`config.mk`:
```
export PLATFORM = sky130hd
export DESIGN_NAME = timeout_ctrl_flat
export DESIGN_NICKNAME = d
export VERILOG_FILES = /design/src/rtl/timeout_ctrl_if.sv /design/src/rtl/timeout_ctrl.sv /design/src/flat_wrapper.sv
export SDC_FILE = /design/constraint.sdc
export NUM_CORES = 1
export LEC_CHECK = 0
export ABC_AREA = 1
export CORE_UTILIZATION = 42
export CTS_CLUSTER_DIAMETER = 100
export DETAILED_ROUTE_END_ITERATION = 8
export GPL_ROUTABILITY_DRIVEN = 0
export GPL_TIMING_DRIVEN = 0
export HOLD_SLACK_MARGIN = 0.06
export PLACE_DENSITY_LB_ADDON = 0.25
export SLEW_MARGIN = 20
export SYNTH_ARGS = -nofsm -noshare
export SYNTH_HDL_FRONTEND = slang
export SYNTH_SLANG_ARGS = --single-unit
```
`constraint.sdc`:
```
create_clock -name timeout_clk -period 1.68 [get_ports timeout_clk]
set_clock_uncertainty 0.2 [all_clocks]
set_input_delay 0.252 -clock timeout_clk [delete_from_list [all_inputs] [get_ports timeout_clk]]
set_output_delay 0.252 -clock timeout_clk [all_outputs]
set_load 0.1 [all_outputs]
```
`src/rtl/timeout_ctrl_if.sv`:
```
// Signal bundle between the inactivity supervisor, the 15 s countdown block
// and the main FSM. The master modport is the supervisor's view; the slave
// modport is the view of everything around it.
// The timeout_warn signal exists only when TIMEOUT_WARN_EN is defined.
interface timeout_ctrl_if;
  logic       timeout_tick;
  logic       timeout_active;
  logic       timeout_activity;
  logic [3:0] delay_number;
  logic       delay_overflow;
  logic       delay_enable;
  logic       delay_reset;
  logic       timeout_show;
  logic [3:0] timeout_display;
  logic       timeout_cancel_req;
  logic       timeout_cancel_ack;
  logic [1:0] timeout_state;
`ifdef TIMEOUT_WARN_EN
  logic       timeout_warn;
`endif

  modport master (
    input  timeout_tick,
    input  timeout_active,
    input  timeout_activity,
    input  delay_number,
    input  delay_overflow,
    input  timeout_cancel_ack,
    output delay_enable,
    output delay_reset,
    output timeout_show,
    output timeout_display,
    output timeout_cancel_req,
`ifdef TIMEOUT_WARN_EN
    output timeout_warn,
`endif
    output timeout_state
  );

  modport slave (
    output timeout_tick,
    output timeout_active,
    output timeout_activity,
    output delay_number,
    output delay_overflow,
    output timeout_cancel_ack,
    input  delay_enable,
    input  delay_reset,
    input  timeout_show,
    input  timeout_display,
    input  timeout_cancel_req,
`ifdef TIMEOUT_WARN_EN
    input  timeout_warn,
`endif
    input  timeout_state
  );
endinterface

```
`src/rtl/timeout_ctrl.sv`:
```
// Inactivity supervisor for the vending machine's 15 s countdown.
// IDLE -> GRACE when a transaction starts; after GRACE_SECS quiet seconds the
// countdown is released (COUNT); countdown overflow raises a cancel request
// (CANCEL) that is held until the main FSM acknowledges it.
// All outputs are registered from the next state, so each response lands one
// clock after the condition that caused it.
// Optional: define TIMEOUT_WARN_EN to add the last-seconds warn toggle.
module timeout_ctrl #(
  parameter int GRACE_SECS = 5,
  parameter int GRACE_W    = 3
) (
  input  logic           timeout_clk,
  input  logic           timeout_reset,
  timeout_ctrl_if.master bus
);

  typedef enum logic [1:0] {
    IDLE   = 2'd0,
    GRACE  = 2'd1,
    COUNT  = 2'd2,
    CANCEL = 2'd3
  } state_t;

  localparam logic [GRACE_W-1:0] GRACE_LAST = GRACE_W'(GRACE_SECS - 1);

  state_t             state_q;
  state_t             state_d;
  logic [GRACE_W-1:0] grace_q;
  logic [GRACE_W-1:0] grace_d;

  logic       enable_q;
  logic       reload_n_q;
  logic       show_q;
  logic [3:0] display_q;
  logic       cancel_req_q;

  // Next-state and grace-second counter; priorities follow the order of tests.
  always_comb begin
    state_d = state_q;
    grace_d = grace_q;
    case (state_q)
      IDLE: begin
        grace_d = '0;
        if (bus.timeout_active) state_d = GRACE;
      end
      GRACE: begin
        if (!bus.timeout_active) begin
          state_d = IDLE;
        end else if (bus.timeout_activity) begin
          grace_d = '0;
        end else if (bus.timeout_tick) begin
          if (grace_q == GRACE_LAST) begin
            state_d = COUNT;
            grace_d = '0;
          end else begin
            grace_d = grace_q + 1'b1;
          end
        end
      end
      COUNT: begin
        if (!bus.timeout_active) begin
          state_d = IDLE;
        end else if (bus.delay_overflow) begin
          state_d = CANCEL;
        end else if (bus.timeout_activity) begin
          state_d = GRACE;
          grace_d = '0;
        end
      end
      CANCEL: begin
        // Only the acknowledge can leave; activity and active are ignored.
        if (bus.timeout_cancel_ack) state_d = IDLE;
      end
      default: state_d = IDLE;
    endcase
  end

  // State, counter and registered outputs decoded from the next state.
  always_ff @(posedge timeout_clk) begin
    if (timeout_reset) begin
      state_q      <= IDLE;
      grace_q      <= '0;
      enable_q     <= 1'b0;
      reload_n_q   <= 1'b0;
      show_q       <= 1'b0;
      display_q    <= '0;
      cancel_req_q <= 1'b0;
    end else begin
      state_q      <= state_d;
      grace_q      <= grace_d;
      enable_q     <= (state_d == COUNT);
      reload_n_q   <= (state_d == COUNT) || (state_d == CANCEL);
      show_q       <= (state_d == COUNT) || (state_d == CANCEL);
      display_q    <= (state_d == COUNT) ? bus.delay_number : 4'd0;
      cancel_req_q <= (state_d == CANCEL);
    end
  end

  assign bus.delay_enable       = enable_q;
  assign bus.delay_reset        = reload_n_q;
  assign bus.timeout_show       = show_q;
  assign bus.timeout_display    = display_q;
  assign bus.timeout_cancel_req = cancel_req_q;
  assign bus.timeout_state      = state_q;

`ifdef TIMEOUT_WARN_EN
  logic warn_q;
  logic last_secs;

  assign last_secs = (bus.delay_number != 4'd0) && (bus.delay_number <= 4'd3);

  // Warn blinks once per second during the last three seconds of COUNT.
  always_ff @(posedge timeout_clk) begin
    if (timeout_reset) begin
      warn_q <= 1'b0;
    end else if (state_d != COUNT) begin
      warn_q <= 1'b0;
    end else if ((state_q == COUNT) && bus.timeout_tick && last_secs) begin
      warn_q <= ~warn_q;
    end
  end

  assign bus.timeout_warn = warn_q;
`endif

endmodule
```
`src/flat_wrapper.sv`:
```
// flat-port wrapper written by rule: the top's interface ports become plain ports
module timeout_ctrl_flat 
#(
  parameter int GRACE_SECS = 5,
  parameter int GRACE_W    = 3
)
  (timeout_clk, timeout_reset, bus_timeout_tick, bus_timeout_active, bus_timeout_activity, bus_delay_number, bus_delay_overflow, bus_timeout_cancel_ack, bus_delay_enable, bus_delay_reset, bus_timeout_show, bus_timeout_display, bus_timeout_cancel_req, bus_timeout_state);
  timeout_ctrl_if bus_i ();
  input  logic timeout_clk;
  input  logic timeout_reset;
  input wire logic [$bits(bus_i.timeout_tick)-1:0] bus_timeout_tick;
  input wire logic [$bits(bus_i.timeout_active)-1:0] bus_timeout_active;
  input wire logic [$bits(bus_i.timeout_activity)-1:0] bus_timeout_activity;
  input wire logic [$bits(bus_i.delay_number)-1:0] bus_delay_number;
  input wire logic [$bits(bus_i.delay_overflow)-1:0] bus_delay_overflow;
  input wire logic [$bits(bus_i.timeout_cancel_ack)-1:0] bus_timeout_cancel_ack;
  output wire logic [$bits(bus_i.delay_enable)-1:0] bus_delay_enable;
  output wire logic [$bits(bus_i.delay_reset)-1:0] bus_delay_reset;
  output wire logic [$bits(bus_i.timeout_show)-1:0] bus_timeout_show;
  output wire logic [$bits(bus_i.timeout_display)-1:0] bus_timeout_display;
  output wire logic [$bits(bus_i.timeout_cancel_req)-1:0] bus_timeout_cancel_req;
  output wire logic [$bits(bus_i.timeout_state)-1:0] bus_timeout_state;
  assign bus_i.timeout_tick = bus_timeout_tick;
  assign bus_i.timeout_active = bus_timeout_active;
  assign bus_i.timeout_activity = bus_timeout_activity;
  assign bus_i.delay_number = bus_delay_number;
  assign bus_i.delay_overflow = bus_delay_overflow;
  assign bus_i.timeout_cancel_ack = bus_timeout_cancel_ack;
  assign bus_delay_enable = bus_i.delay_enable;
  assign bus_delay_reset = bus_i.delay_reset;
  assign bus_timeout_show = bus_i.timeout_show;
  assign bus_timeout_display = bus_i.timeout_display;
  assign bus_timeout_cancel_req = bus_i.timeout_cancel_req;
  assign bus_timeout_state = bus_i.timeout_state;
  timeout_ctrl #(.GRACE_SECS(GRACE_SECS), .GRACE_W(GRACE_W)) u_core (.timeout_clk(timeout_clk), .timeout_reset(timeout_reset), .bus(bus_i));
endmodule
```
* Yosys cells after proc, flatten, opt, wreduce, memory -nomap -nowiden
Index checks and enable logic that the tools add are counted.
Word-level totals: register bits 12, bits in latches 0, memory bits (writable) 0, bits in read-only memories 0, output and inout bits 10, logic and storage cells 42, memories 0
Cells by class: add/sub/neg operators 1, multiply operators 0, div/mod/pow operators 0, magnitude comparators 0, equal/unequal tests 11, shift-type cells 0, mux-type cells 18, bitwise gates (word level) 1, reduce and logical (&&, ||, !) cells 5
Operator list (count):
- 2-to-1 mux 3 bit | 7
- 2-to-1 mux 2 bit | 9
- case mux 3 bit (3 select lines) | 1
- == test 2 bit (second input constant) | 4
- != test 2 bit (second input constant) | 4
- case mux 2 bit (4 select lines) | 1
- AND reduction 6 bit | 1
- adder 3 x 1 -> 3 bit (second input constant) | 1
- == test 3 bit (second input constant) | 1
- != test 3 bit (second input constant) | 1
- nonzero test 3 bit | 1
- == test 2 x 1 -> 1 bit (second input constant) | 1
- zero test 2 bit | 1
- OR reduction 2 bit | 1
- logical OR 1 bit | 1
- NOT 1 bit | 1

* Longest topological paths before layout
depth in word-level cells 9, gate-level depth with buffers 8, mapped depth without buffers 8

* Worst setup path before layout
OpenSTA, ideal clock, no wires.
path kind register to register, from register u_core.state_q[1] (netlist: u_core.bus.timeout_state[1]), to register u_core.enable_q (netlist: u_core.bus.delay_enable), data arrival time 1.714 ns, setup slack -0.348 ns, cell stages (with the launch flop) 7, clock period less this slack 2.028 ns, cell sequence dfxtp_1 -> nand2_1 -> or2_1 -> nand2_1 -> nor2_4 -> nand3_4 -> inv_1
On the way: word-level cells in the longest chain between the ends 6, elaborated cells on any way between the ends 15
RTL lines:
- from (decl) | RTL line timeout_ctrl.sv:26 | state_t state_q;
- from (signal assigned) | RTL line timeout_ctrl.sv:89 | state_q <= state_d;
- 2-to-1 mux 2 bit | RTL line timeout_ctrl.sv:52 | if (grace_q == GRACE_LAST) begin
- 2-to-1 mux 2 bit | RTL line timeout_ctrl.sv:51 | end else if (bus.timeout_tick) begin
- 2-to-1 mux 2 bit | RTL line timeout_ctrl.sv:49 | end else if (bus.timeout_activity) begin
- 2-to-1 mux 2 bit | RTL line timeout_ctrl.sv:47 | if (!bus.timeout_active) begin
- case mux 2 bit (4 select lines) (*) | RTL line timeout_ctrl.sv:41 | case (state_q)
- == test 2 bit (*) | RTL line timeout_ctrl.sv:91 | enable_q <= (state_d == COUNT);
- to (signal assigned) | RTL line timeout_ctrl.sv:91
- to (decl) | RTL line timeout_ctrl.sv:31 | logic enable_q;
Every way passes the cells marked *; elsewhere a longest branch is shown, timed or not. A chain may end at the register's enable or synchronous reset.

* Worst setup path in the final report
from register u_core.state_q[0] (netlist: u_core.bus.timeout_state[0]), to output port bus_timeout_state[0]
RTL lines:
- to (decl) | RTL line flat_wrapper.sv:22 | output wire logic [$bits(bus_i.timeout_state)-1:0] bus_timeout_state;
No word-level cell between the ends.

==> out/qor.yml <==
power:
  switching_share_pct: 24.1
  clockPowerShare_pct: 36.9
  intPower_mw: 0.458
  p_switching_mw: 0.145
  power.total_mw: 0.603
  seqPwrFrac_pct: 48.8
  power_leakage_nw: 0.419
  p_comb_share_pct: 14.3
  irDropWorstVdd_v: 0.000494
  p_per_area_nw_per_um2: 708
finish:
  diodes: 0
  multi_input_area_um2: 279
  fin_cells: 123
  n_fill_cell: 133
  nNetsFinal: 122
  seqCellArea_um2: 244
  syn_to_final_growth_pct: 44.9
  drive_gt1_share_pct: 25.9
timing:
  setup_viol: 0
  hold_viol: 0
  post-route-period-util_pct: 98.0
  relSlewSlack_pct: 63.3
  fin_crit_ns: 1.65
  rsz0062_at_grt: "false"
  tightest_slew_ns: 0.552
  fmax_ghz: 0.607
  drv_slew: 0
logic_synthesis:
  synth_ff_type: "dfxtp_1"
  yosysMostFrequentCell: "nand2_1"
  yosys_warnings: 0
  synth_top_area_share_pct: 40.9
  avgSynthCellArea_um2: 7.00
  syn_area_um2: 588
  synth_edf_count: 0
  synth_area_leaders: "dfxtp_1 (41%), nand2_1 (12%), inv_1 (10%)"
  yosys-top-cells-count: "nand2_1 (19), inv_1 (16), nor2_1 (14)"
  synth_cell_type_count: 17
  post-synth-top-area-cell: "dfxtp_1"
  ys_ff_latch: 12
  synth_nets: 97
  synth-async-reset-ratio_pct: 0
  seq_area_frac_synth_pct: 40.9
  synthCells: 84
global_routing:
  grt_pass1_wl_um: 1720
  track_usage_pct: 16.6
  grt_antenna_before_repair: 0
  grt-ovfl-total: 0
  grt_pass1_vias: 491
  grt_max_degree: 9
routing:
  firstDrtPassIters: 4
  vias: 557
  wire_per_inst_um: 8.92
  drc: 0
  drt-total-wl_um: 1100
  antenna_left: 0
  dr.first_iter.drc_count: 5
  viasPerCell: 4.53
clock_tree:
  postCtsSetupRepairBufs: 0
  cts_buffer_depth: 2
  clock-sinks: 12
  path_clk_slew_ns: 0.08
  cts_tree: "done"
  cts_root_buf: "clkbuf_4"
  cts_buffers: 3
  cts_max_level: 1
  clk_latency_ns: 0.27
critical_path:
  slowest_stage: "clkdlybuf4s15_2"
  cp_data_required_time_ns: 1.23
  path_max_fanout: 6
  cp.arrival_ns: 1.20
  cp_cell_sequence: "clkdlybuf4s15_2"
  crit_family: "buffers and inverters"
  critical_path_class: "reg2out"
  end_kind: "output pin"
  critical_path.max_stage_delay_ns: 0.56
  critical_path_buf_inv_count: 1
  cp-start-kind: "register"
floorplanning:
  ios: 21
  die_w_um: 39.4
  core_um2: 1300
  start_util_pct: 45.2
  rows: 13
  die_h_um: 39.4
  fp.dieArea_um2: 1550
run:
  drv_cap: 0
outcome:
  status: "completed"
placement:
  port_buffers: 20
  hpwl_um: 916
  dp.cells: 119
min_path:
  min-delay-path-class: "reg2reg"
[layer usage]
layer / GRT usage (%) / share of wire, %
met4: 10.3 / 0.55
met5: 0 / 0
met1: 17.6 / 45
met3: 3.41 / 6.6
met2: 29.1 / 48
[final timing paths]
path,cells past startpoint,from,endpoint,slack (ns)
setup / recovery,1,u_core.bus.timeout_state[0],bus_timeout_state[0],0.03
hold / removal,2,u_core.grace_q[0],u_core.grace_q[0],0.31
setup reg to reg,8,u_core.grace_q[0],u_core.bus.timeout_display[2],0.16
hold reg to reg,2,u_core.grace_q[0],u_core.grace_q[0],0.31
[power groups by stage]
stage          clock [mW]  combinational, mW  sequential (mW)
3_3_place_gp            0             0.0845            0.300
3_5_place_dp            0             0.0865            0.301
6_report            0.223             0.0862            0.294
2_1_floorplan           0             0.0374            0.313
5_1_grt             0.239             0.0949            0.295
4_1_cts             0.232             0.0863            0.294
[sequential cells by signal, indices dropped and copies added (netlist names)]
name / cells
u_core.bus.timeout_cancel_req: 1
u_core.bus.delay_enable: 1
u_core.bus.delay_reset: 1
u_core.bus.timeout_display: 4
u_core.bus.timeout_state: 2
u_core.grace_q: 3
[layout make-up]
type / count / share of cell area [%]
plain buffers: 1 / 0.881
clock buffers: 4 / 4.26
inverters: 17 / 7.49
multi-input cells: 54 / 32.7
flip-flops and latches: 12 / 28.6
well taps: 15 / 2.20
repair buffers: 20 / 23.8
[cell usage in the layout, fill, tap and decap left out]
master           netlist  layout
nand2_1               19      19
a21oi_1                1       1
nand3_1                5       5
inv_1                 16      16
clkdlybuf4s15_2        0       8
nand3_2                1       1
inv_2                  1       1
clkbuf_4               0       3
o21ai_0                2       2
nor2_1                14      13
nor2_4                 1       1
ha_1                   2       2
nand3_4                1       1
or2_1                  1       1
buf_2                  0       1
o21ai_1                1       1
clkbuf_8               0       1
clkdlybuf4s50_1        0      10
dfxtp_2                0       3
nor2_2                 5       6
dfxtp_1               12       9
buf_4                  1       2
nand4_1                1       1
[repair_timing]
action / in CTS / in global routing
hold buffers: 0 / 0
endpoints found under the setup margin: 10 / 5
resized for setup: 32 / 2
[cells by family after synthesis]
family	share of synthesized area (%)
AO/OA/AOI/OAI	3.40
buffers and inverters	12.1
adder cells (fa/ha/maj)	4.25
AND/OR/NAND/NOR	39.4
flip-flops	40.9
[per-stage QoR]
| stage | setup TNS [ns] | hold slack [ns] | util [%] | setup WS, ns | area, µm² |
|---|---|---|---|---|---|
| after detailed placement | -2.53 | 0.304 | 62.3 | -0.286 | 811 |
| after CTS | 0 | 0.302 | 65.7 | 0.00597 | 855 |
| final | 0 | 0.312 | 65.5 | 0.0329 | 852 |
| after global routing | 0 | 0.330 | 65.5 | 0.00757 | 852 |
| after floorplan | 0 | 0.117 | - | 0.0199 | 592 |
| after global placement | -2.37 | 0.297 | 62.3 | -0.277 | 811 |
(Power assumes the default switching activity.)
==> RTL change (same flow settings) <==
`GRACE_W` is set to 3 in 2 places; all go to 6.
--- a/src/rtl/timeout_ctrl.sv
+++ b/src/rtl/timeout_ctrl.sv
@@ -8,5 +8,5 @@
 module timeout_ctrl #(
   parameter int GRACE_SECS = 5,
-  parameter int GRACE_W    = 3
+  parameter int GRACE_W    = 6
 ) (
   input  logic           timeout_clk,
--- a/src/flat_wrapper.sv
+++ b/src/flat_wrapper.sv
@@ -3,5 +3,5 @@
 #(
   parameter int GRACE_SECS = 5,
-  parameter int GRACE_W    = 3
+  parameter int GRACE_W    = 6
 )
   (timeout_clk, timeout_reset, bus_timeout_tick, bus_timeout_active, bus_timeout_activity, bus_delay_number, bus_delay_overflow, bus_timeout_cancel_ack, bus_delay_enable, bus_delay_reset, bus_timeout_show, bus_timeout_display, bus_timeout_cancel_req, bus_timeout_state);
Behaviour: no difference found for any inputs over 10 cycles, from zero or initial values and one cycle with timeout_reset high; that may be too few to reach the edited logic, so the function may still have changed.
==> RTL change against the unedited design <==
  * Final area increased by 23%
  * Sequential cell count up 3
  * Non-clock buffer count up 1
  * Power increased by 13%
  * Setup slack better by 22 ps
  * Sequential share of layout area rose by 0.33 points
  * Routed wire length rose by 48%
  * Area after synthesis increased by 35%
  * Count of clock-buffer cells in the layout is 1 lower
  * Critical endpoint is now bus_timeout_display[3]
==> RTL change: results (changes against the unedited design) <==
- Status: completed
- Buffering overhead: 20.0% (-4.6 points)
- Reg area: 304 µm² (+25%)
- Pre-CTS setup slack: -297 ps (-10.9 ps)
- Worst Tran Pin Value: 554 ps (+2.08 ps)
- First-pass GRT wire length: 2730 µm (+59%)
- ClkCell Share: 2.86% (-1.4 points)
- R2R depth: 9 (+1)
- Final sequential cell count: 15 (+3)
- Syn Nets: 136 (+40%)
- Critical Path Fanout Max: 1 (-5)
- Highest clock rate: 615 MHz (+1.4%)
- Switching Fraction: 28.0% (+3.9 points)
- Gate power share: 14.9% (+0.6 points)
- HPWL after detailed placement: 1280 µm (+39%)
- Worst Setup SP: u_core.bus.timeout_display[3]
- Post-DP Area: 0.00103 mm² (+27%)
- DRT iter0 DRCs: 11 (+6)
- Inverters: 24 (+7)
- Hold_sp: bus_delay_number[0]
- Largest net degree at the start of global routing: 11 (+2)
- Reg2reg end: u_core.bus.timeout_cancel_req
- Hold EP: u_core.bus.timeout_display[0]
- Hold Crit Class: input pin to flip-flop
- Vias per cell: 4.46 (-1.5%)
==> RTL change: changes by cell type in the layout (fill, tap and decap cells not counted), sizes merged, moves of 3 or more <==
cell,before,now
nand2,19,39
inv,17,24
nor3,0,4
dfxtp,12,15
clkdlybuf4s15,8,5
==> RTL change: worst max path at each step <==
stage                                               end  slack [ps]  depth (start not counted)
final                            bus_timeout_display[3]          60                          1
after global routing             bus_timeout_display[3]          10                          1
after CTS                        bus_timeout_display[3]          30                          1
after detailed placement           bus_timeout_state[1]        -300                          1
after global placement             bus_timeout_state[1]        -290                          1
after floorplan           u_core.bus.timeout_display[0]          20                          7
==> RTL change: metal layers <==
metal	vias up	part of all wire (%)
li1	414	-
met1	336	44
met2	13	49
met3	4	5.4
met4	0	1.8
met5	-	0
==> RTL change: repair_timing <==
item,in CTS,in global routing
gates resized for setup,36,2
endpoints found under the setup margin,10,2
gates cloned,0,0
hold buffers,0,0
